`src/rtl/utmi_rx_controller.sv`:
```
// -----------------------------------------------------------------------------
// utmi_rx_controller
//
// Receive-side controller behind an NRZI decoder. It looks for the SYNC
// pattern, assembles data bytes LSB first, removes stuffed bits, and flags
// bit-stuff and byte-alignment errors. SE0 on the line ends the packet.
//
// Parameter
//   SYNC_MIN   minimum run of logical-0 bits before the sync-ending 1 (1..7)
//
// Ports
//   clk        in   clock, rising edge
//   reset      in   synchronous, active-high reset
//   rx_enable  in   controller enable; low returns the FSM to IDLE
//   bit_valid  in   bit_in carries a new sample this cycle
//   bit_in     in   NRZI decoder output, 1 = line transition
//   se0        in   line single-ended zero (end of packet)
//   dec_reset  out  reset pulse to the NRZI decoder delay stage
//   rx_active  out  packet in progress
//   rx_valid   out  one-cycle strobe, rx_data holds a new byte
//   rx_data    out  last assembled byte
//   rx_error   out  one-cycle strobe, stuff or alignment error
// -----------------------------------------------------------------------------
module utmi_rx_controller #(
   parameter int SYNC_MIN = 6
) (
   input  logic       clk,
   input  logic       reset,
   input  logic       rx_enable,
   input  logic       bit_valid,
   input  logic       bit_in,
   input  logic       se0,
   output logic       dec_reset,
   output logic       rx_active,
   output logic       rx_valid,
   output logic [7:0] rx_data,
   output logic       rx_error
);

   typedef enum logic [1:0] {
      S_IDLE  = 2'd0,
      S_DATA  = 2'd1,
      S_ERROR = 2'd2,
      S_EOP   = 2'd3
   } state_t;

   localparam logic [2:0] SYNC_MIN_3 = 3'(SYNC_MIN);

   state_t     r_state;
   state_t     w_next_state;

   logic [2:0] r_sync_cnt, w_sync_cnt;
   logic [2:0] r_ones_cnt, w_ones_cnt;
   logic [2:0] r_bit_cnt,  w_bit_cnt;
   logic [7:0] r_shreg,    w_shreg;
   logic [7:0] r_rx_data,  w_rx_data;
   logic       r_rx_valid, w_rx_valid;
   logic       r_rx_error, w_rx_error;
   logic       r_dec_reset, w_dec_reset;
   logic       r_rx_active, w_rx_active;

   // Logical bit: no line transition means 1.
   logic       w_b;
   logic       w_sync_ok;
   logic       w_stuff;

   assign w_b       = ~bit_in;
   assign w_sync_ok = (r_sync_cnt >= SYNC_MIN_3);
   // Six ones in a row: the next valid bit was inserted by the transmitter.
   assign w_stuff   = (r_ones_cnt == 3'd6);

   // -------------------------------------------------------------------------
   // State register
   // -------------------------------------------------------------------------
   always_ff @(posedge clk) begin
      if (reset)
         r_state <= S_IDLE;
      else
         r_state <= w_next_state;
   end

   // -------------------------------------------------------------------------
   // Next-state logic
   // -------------------------------------------------------------------------
   always_comb begin
      w_next_state = r_state;
      if (!rx_enable) begin
         w_next_state = S_IDLE;
      end else begin
         case (r_state)
            S_IDLE: begin
               if (bit_valid && w_b && w_sync_ok)
                  w_next_state = S_DATA;
            end
            S_DATA: begin
               // SE0 takes precedence over any bit sampled in the same cycle.
               if (se0)
                  w_next_state = S_EOP;
               else if (bit_valid && w_stuff && w_b)
                  w_next_state = S_ERROR;
            end
            S_ERROR: begin
               if (se0)
                  w_next_state = S_EOP;
            end
            S_EOP: begin
               if (!se0)
                  w_next_state = S_IDLE;
            end
            default: w_next_state = S_IDLE;
         endcase
      end
   end

   // -------------------------------------------------------------------------
   // Output / datapath next-value logic
   // -------------------------------------------------------------------------
   always_comb begin
      w_sync_cnt  = r_sync_cnt;
      w_ones_cnt  = r_ones_cnt;
      w_bit_cnt   = r_bit_cnt;
      w_shreg     = r_shreg;
      w_rx_data   = r_rx_data;
      w_rx_valid  = 1'b0;
      w_rx_error  = 1'b0;
      w_dec_reset = 1'b0;

      if (!rx_enable) begin
         w_sync_cnt = 3'd0;
         w_ones_cnt = 3'd0;
         w_bit_cnt  = 3'd0;
         w_shreg    = 8'h00;
      end else begin
         case (r_state)
            S_IDLE: begin
               if (bit_valid) begin
                  if (!w_b) begin
                     if (r_sync_cnt != 3'd7)
                        w_sync_cnt = r_sync_cnt + 3'd1;
                  end else begin
                     // Either sync completed or the run was too short;
                     // both cases start counting afresh.
                     w_sync_cnt = 3'd0;
                     w_ones_cnt = 3'd0;
                     w_bit_cnt  = 3'd0;
                     w_shreg    = 8'h00;
                  end
               end
            end
            S_DATA: begin
               if (se0) begin
                  if (r_bit_cnt != 3'd0)
                     w_rx_error = 1'b1;
               end else if (bit_valid) begin
                  if (w_stuff) begin
                     if (w_b)
                        w_rx_error = 1'b1;
                     else
                        w_ones_cnt = 3'd0;
                  end else begin
                     w_shreg    = {w_b, r_shreg[7:1]};
                     w_bit_cnt  = r_bit_cnt + 3'd1;
                     w_ones_cnt = w_b ? (r_ones_cnt + 3'd1) : 3'd0;
                     if (r_bit_cnt == 3'd7) begin
                        w_rx_data  = {w_b, r_shreg[7:1]};
                        w_rx_valid = 1'b1;
                     end
                  end
               end
            end
            S_ERROR: begin
            end
            S_EOP: begin
               if (!se0) begin
                  w_sync_cnt  = 3'd0;
                  w_ones_cnt  = 3'd0;
                  w_bit_cnt   = 3'd0;
                  w_shreg     = 8'h00;
                  w_dec_reset = 1'b1;
               end
            end
            default: begin
            end
         endcase
      end

      w_rx_active = (w_next_state != S_IDLE);
   end

   // -------------------------------------------------------------------------
   // Datapath and output registers
   // -------------------------------------------------------------------------
   always_ff @(posedge clk) begin
      if (reset) begin
         r_sync_cnt  <= 3'd0;
         r_ones_cnt  <= 3'd0;
         r_bit_cnt   <= 3'd0;
         r_shreg     <= 8'h00;
         r_rx_data   <= 8'h00;
         r_rx_valid  <= 1'b0;
         r_rx_error  <= 1'b0;
         r_dec_reset <= 1'b1;
         r_rx_active <= 1'b0;
      end else begin
         r_sync_cnt  <= w_sync_cnt;
         r_ones_cnt  <= w_ones_cnt;
         r_bit_cnt   <= w_bit_cnt;
         r_shreg     <= w_shreg;
         r_rx_data   <= w_rx_data;
         r_rx_valid  <= w_rx_valid;
         r_rx_error  <= w_rx_error;
         r_dec_reset <= w_dec_reset;
         r_rx_active <= w_rx_active;
      end
   end

   assign dec_reset = r_dec_reset;
   assign rx_active = r_rx_active;
   assign rx_valid  = r_rx_valid;
   assign rx_data   = r_rx_data;
   assign rx_error  = r_rx_error;

endmodule

```
`config.mk`:
```
export PLATFORM = sky130hd
export DESIGN_NAME = utmi_rx_controller
export DESIGN_NICKNAME = d
export VERILOG_FILES = /design/src/rtl/utmi_rx_controller.sv
export SDC_FILE = /design/constraint.sdc
export NUM_CORES = 1
export LEC_CHECK = 0
export ABC_AREA = 1
export BUFFER_PORTS_ARGS = -buffer_cell sky130_fd_sc_hd__buf_2
export CAP_MARGIN = 20
export CORE_MARGIN = 10
export CORE_UTILIZATION = 25
export CTS_BUF_LIST = sky130_fd_sc_hd__clkbuf_4 sky130_fd_sc_hd__clkbuf_8
export DETAILED_ROUTE_END_ITERATION = 16
export SYNTH_ARGS = -nofsm -noshare
export SYNTH_HDL_FRONTEND = slang
export SYNTH_SLANG_ARGS = --single-unit
```
`constraint.sdc`:
```
create_clock -name clk -period 1.9 [get_ports clk]
set_clock_uncertainty 0.05 [all_clocks]
set_input_delay 0.285 -clock clk [delete_from_list [all_inputs] [get_ports clk]]
set_output_delay 0.285 -clock clk [all_outputs]
set_load 0.03 [all_outputs]
```
* Word level (Yosys, flattened, before mapping)
Index checks and enable logic that the tools add are counted.
** Cells by class
- $add $sub $neg :: 3
- Reduce and logical (&&, ||, !) cells :: 16
- Bitwise logic cells :: 6
- Multiplexer cells :: 40
- Equal/unequal tests :: 14
- Magnitude comparators :: 1
** Operators with widths (count)
- $mux 8 :: 6
- $mux 3 :: 14
- $pmux 8 s3 :: 1
- $pmux 3 s3 :: 2
- $reduce_and 7->1 :: 2
- $mux 2 :: 6
- $ne 2x2->1 const B :: 6
- $add 3x1->3 const B :: 3
- $mux 1 :: 9
- $ne 3x3->1 const B :: 3
- $pmux 2 s4 :: 1
- $eq 3x3->1 const B :: 2
- $not 1->1 :: 6
- $pmux 3 s2 :: 1
- $reduce_and 6->1 :: 1
- $reduce_bool 3->1 :: 2
- $reduce_or 6->1 :: 1
- $eq 2x2->1 const B :: 2
- $logic_and 1x1->1 :: 4
- $reduce_and 4->1 :: 1
- $reduce_bool 2->1 :: 2
- $ge 3x3->1 const B :: 1
- $reduce_or 3->1 :: 1
- $eq 2x1->1 const B :: 1
- 2 further kinds :: 2
** Word-level totals
- Input port bits :: 6
- Output and inout bits :: 12
- Word-level logic and storage cells :: 90
- Register bits :: 31

* Longest topological paths before layout
- Depth after elaboration :: 8
- Gate-level depth with buffers :: 10
- Mapped depth without buffers :: 10

* Least setup slack after synthesis
Ideal clock, no wire load.
- Kind :: register -> register
- Start :: reg r_state[0]
- End :: reg r_shreg[7]
- Path buffers :: 1
- Setup time :: 66 ps
- Data arrival time :: 1330 ps
- Slack :: 454 ps
- Stages on the path, launching flop included :: 9
- Data required time :: 1784 ps
- Cell sequence :: dfxtp_1 -> inv_1 -> ha_1 -> nand2_1 -> nand2_1 -> nor2_4 -> buf_6 -> nand3_2 -> a21oi_2
** On the way
- Cells in the longest elaborated chain, start to end :: 3
- Elaborated cells on any way between the ends :: 12
- Classes of those cells :: eq/ne (8); mux (1); reduce/logical (3)
** Ends and longest elaborated chain
- start: declaration :: RTL line 49 : state_t r_state;
- start signal: assignment :: RTL line 79 : r_state <= w_next_state;
- $eq 2x1->1, or another cell as far along :: RTL line 134 : case (r_state)
- $ne 2x2->1 (no line) / $reduce_bool 3->1 (equally long branches)
- $reduce_and 7->1 (no line)
- end signal: assignment :: RTL line 208 : r_shreg <= w_shreg;
- end: declaration :: RTL line 55 : logic [7:0] r_shreg, w_shreg;
Parallel ways exist; a longest one is shown, timed or not.
A chain may end at the register's enable or synchronous reset.

* Final worst setup path
- Start :: reg r_state[0]
- End :: reg r_bit_cnt[0]
** On the way
- Cells in the longest elaborated chain, start to end :: 3
- Elaborated cells on any way between the ends :: 12
- Classes of those cells :: eq/ne (8); mux (1); reduce/logical (3)
** Ends and longest elaborated chain
- $eq 2x1->1, or another cell as far along :: RTL line 134
- $ne 2x2->1 (no line) / $reduce_bool 3->1 (equally long branches)
- $reduce_and 7->1 (no line)
- end signal: assignment :: RTL line 207 : r_bit_cnt <= w_bit_cnt;
- end: declaration :: RTL line 54 : logic [2:0] r_bit_cnt, w_bit_cnt;
Parallel ways exist; a longest one is shown, timed or not.

==> impl_metrics.tcl <==
set metrics [dict create \
    run_status "complete, no violations" \
    leakage_nw 0.911 \
    grt_setup_unrepaired "false" \
    maxClockFrequency_ghz 0.603 \
    initial_core_util_pct 25.5 \
    number_of_pins_with_negative_max_slew_slack_in_the_final_report 0 \
    synth_cell_types 23 \
    grt.overflow.total 0 \
    power.internal_mw 1.05 \
    max_slew_margin_pct 74.8 \
    placement.io_buffers 17 \
    share_comb_of_total_power_pct 6.4 \
    p_switching_mw 0.318 \
    power.density_cell_area_nw_per_um2 721 \
    core.rowCount 29 \
    yosys.area.top_type "sky130_fd_sc_hd__dfxtp_1" \
    async_flop_share_pct 0 \
    via_per_inst 4.41 \
    setup_viol_count_final 0 \
    timing.rr.start "r_state[0]$_SDFF_PP0_" \
    hp-start "reset" \
    grt_antenna_before_repair 0 \
    synth_edf_count 0 \
    postSynthNetCount 241 \
    io_pins 18 \
    drive_gt1_share_pct 20.5 \
    syn_avg_cell_area_um2 7.18 \
    worst_setup_path_end_kind "flip-flop" \
    power_frac_seq_pct 46.8 \
    reg2reg_to "r_bit_cnt[0]$_SDFFE_PP0P_" \
    power.clock.fraction_pct 46.8 \
    power_mw 1.37 \
    yosys_register_bits 30 \
    cts.reportedPaths.clkPinSlew_ns 0.06 \
    die_area_um2 10000 \
    cts_num_sinks 30 \
    required_ns 2.03 \
    hold_viol 0 \
    worst_ir_drop_vdd_uv 395 \
    dominantRegCellSynth "sky130_fd_sc_hd__dfxtp_1" \
    num-nets-final 266 \
    grt_start_max_net_pins 11 \
    count_of_cells_along_the_worst_hold_path 2 \
    die_width_um 100 \
    cp_max_fo 10 \
    synth_seq_area_share_pct 37.5 \
    antenna_left 0 \
    synth.yosys.warnings 0 \
    mappedNetlistArea_um2 1600 \
    synth_largest_type_area_fraction_pct 37.5 \
    routed_wirelength_um 3760 \
    insertedDiodeCount 0 \
    power_switching_share_pct 23.2 \
    post_synth_main_area_contributors "sky130_fd_sc_hd__dfxtp_1 (38%), sky130_fd_sc_hd__ha_1 (9.4%), sky130_fd_sc_hd__nand2_1 (9.1%)" \
    r2r_slack_ns 0.24 \
    core_um2 6280 \
    first_pass_iters 4 \
    worstMarginPinSlew_ns 0.376 \
    cts_buffers 5 \
    drc 0 \
    final_cell_mix "sky130_fd_sc_hd__nand2_1 (38), sky130_fd_sc_hd__nor2_1 (32), sky130_fd_sc_hd__dfxtp_1 (30)" \
    drt-wirelength-per-cell_um 11.5 \
    worst-endpoint-arrival_ns 1.79 \
    tritoncts "built" \
    insertion_delay_ns 0.29 \
    max_cap_viol_count 0 \
    area_growth_syn_to_layout_pct 18.7 \
    final_min_period_over_clock_period_pct 87.3 \
    postCtsSetupBuffers 0 \
    track_usage_pct 7.74 \
    timing.hold.worst.class "input pin to flip-flop" \
    h_tree_level_count 2 \
    cts_root_buffer "sky130_fd_sc_hd__clkbuf_8" \
    drt-initial-drc-count 39 \
    layout.cells.most_common "sky130_fd_sc_hd__nand2_1" \
    die_y_um 100 \
    gp_routability_congestion 0.846 \
    clock_path_buffers 2 \
    hold-path-endpoint "rx_valid$_SDFF_PP0_" \
    classification_of_the_worst_setup_path "flip-flop to flip-flop" \
    global_route_wire_length_before_repair_um 6420 \
    worstSetupStartpointType "flip-flop" \
    detailed_place_hpwl_um 2800 \
    finalSetupTns_ns 0 \
    postSynthCellCount 223 \
    finalCriticalPeriod_ns 1.66 \
    first_global_vias 1403 \
    detailroute.via_count 1438 \
    worstRegToRegCells 9 \
]
-- flip-flops by register name, indices dropped and copies added (netlist names) --
| register | count |
|---|---|
| r_ones_cnt | 3 |
| dec_reset | 1 |
| r_sync_cnt | 3 |
| r_state | 2 |
| rx_active | 1 |
| rx_valid | 1 |
| rx_error | 1 |
| rx_data | 8 |
| r_bit_cnt | 3 |
| r_shreg | 7 |
-- stage by stage --
| stage | utilization, % | instance area (um2) | hold WS [ns] | setup slack (ns) | instances |
|---|---|---|---|---|---|
| floorplan | - | 1600 | 0.307 | 0.454 | 223 |
| global placement | 28.4 | 1780 | 0.430 | 0.202 | 318 |
| detailed placement | 28.4 | 1780 | 0.436 | 0.174 | 318 |
| CTS | 30.2 | 1890 | 0.158 | 0.164 | 326 |
| global route | 30.3 | 1900 | 0.162 | 0.0634 | 326 |
| finish | 30.3 | 1900 | 0.167 | 0.241 | 326 |
-- what timing repair did --
action,in CTS,in global routing
resized for setup,0,3
hold buffers,0,0
endpoints found under the setup margin,0,4
-- power by group through the flow --
stage                     sequential, mW  clock, mW  combinational, mW
final                              0.642      0.641             0.0873
after global placement             0.656          0             0.0863
after detailed placement           0.656          0             0.0858
after CTS                          0.642      0.657             0.0870
after global routing               0.642      0.679             0.0994
after floorplan                    0.657          0             0.0573
-- worst max path at each step --
stage / cells after the start / slack, ns / to / startpoint
floorplan: 8 / 0.45 / r_shreg[7]$_SDFFE_PP0P_ / r_state[0]$_SDFF_PP0_
global placement: 9 / 0.20 / r_bit_cnt[0]$_SDFFE_PP0P_ / r_state[0]$_SDFF_PP0_
detailed placement: 10 / 0.17 / r_bit_cnt[0]$_SDFFE_PP0P_ / r_state[1]$_SDFF_PP0_
CTS: 10 / 0.16 / r_bit_cnt[0]$_SDFFE_PP0P_ / r_state[1]$_SDFF_PP0_
global route: 10 / 0.06 / r_bit_cnt[0]$_SDFFE_PP0P_ / r_state[1]$_SDFF_PP0_
finish: 9 / 0.24 / r_bit_cnt[0]$_SDFFE_PP0P_ / r_state[0]$_SDFF_PP0_
-- metal layers --
metal | vias to the layer above | routed length, um | GRT usage, %
li1 | 761 | - | -
met2 | 21 | 1760 | 12.1
met3 | 4 | 129 | 3.09
met1 | 652 | 1860 | 9.68
met4 | 0 | 21 | 1.96
met5 | - | 0 | 0
-- cells by family (layout without fill, tap and decap cells) --
logic type	after synthesis	count (layout)	share of synthesized area (%)
AND/OR/NAND/NOR	106	106	30.1
AO/OA/AOI/OAI	41	41	13.2
buffers and inverters	34	60	9.84
flip-flops	30	30	37.5
adder cells (fa/ha/maj)	12	12	9.37
-- synthesized netlist by cell type, types with 2 or more instances --
cell type / instances
sky130_fd_sc_hd__nand2_2: 6
sky130_fd_sc_hd__nor2_2: 3
sky130_fd_sc_hd__inv_4: 2
sky130_fd_sc_hd__buf_2: 2
sky130_fd_sc_hd__nand3_1: 17
sky130_fd_sc_hd__inv_1: 26
sky130_fd_sc_hd__buf_6: 3
sky130_fd_sc_hd__nor2_1: 32
sky130_fd_sc_hd__nor3_1: 4
sky130_fd_sc_hd__a21oi_1: 24
sky130_fd_sc_hd__nand2_1: 39
sky130_fd_sc_hd__o21ai_1: 2
sky130_fd_sc_hd__dfxtp_1: 30
sky130_fd_sc_hd__o21ai_0: 13
sky130_fd_sc_hd__ha_1: 12
-- worst max-delay path: stages (launching register included) --
cell and delay (ns):
sky130_fd_sc_hd__dfxtp_1 0.39, sky130_fd_sc_hd__inv_1 0.10, sky130_fd_sc_hd__ha_2 0.24, sky130_fd_sc_hd__inv_1 0.12, sky130_fd_sc_hd__nor2_2 0.06, sky130_fd_sc_hd__nor2_2 0.19
sky130_fd_sc_hd__buf_4 0.21, sky130_fd_sc_hd__nand3_1 0.08, sky130_fd_sc_hd__nand2_1 0.07, sky130_fd_sc_hd__nor2_1 0.04
-- final cells by class --
cell class,instances,area (um2)
clock buffer,5,68.8
tap,77,96.3
clock inverter,3,40.0
sequential,30,601
multi-input combinational,159,851
timing repair buffer,23,130
inverter,29,114
fill,689,4380
Note: power is estimated with default switching activity, not from simulation.
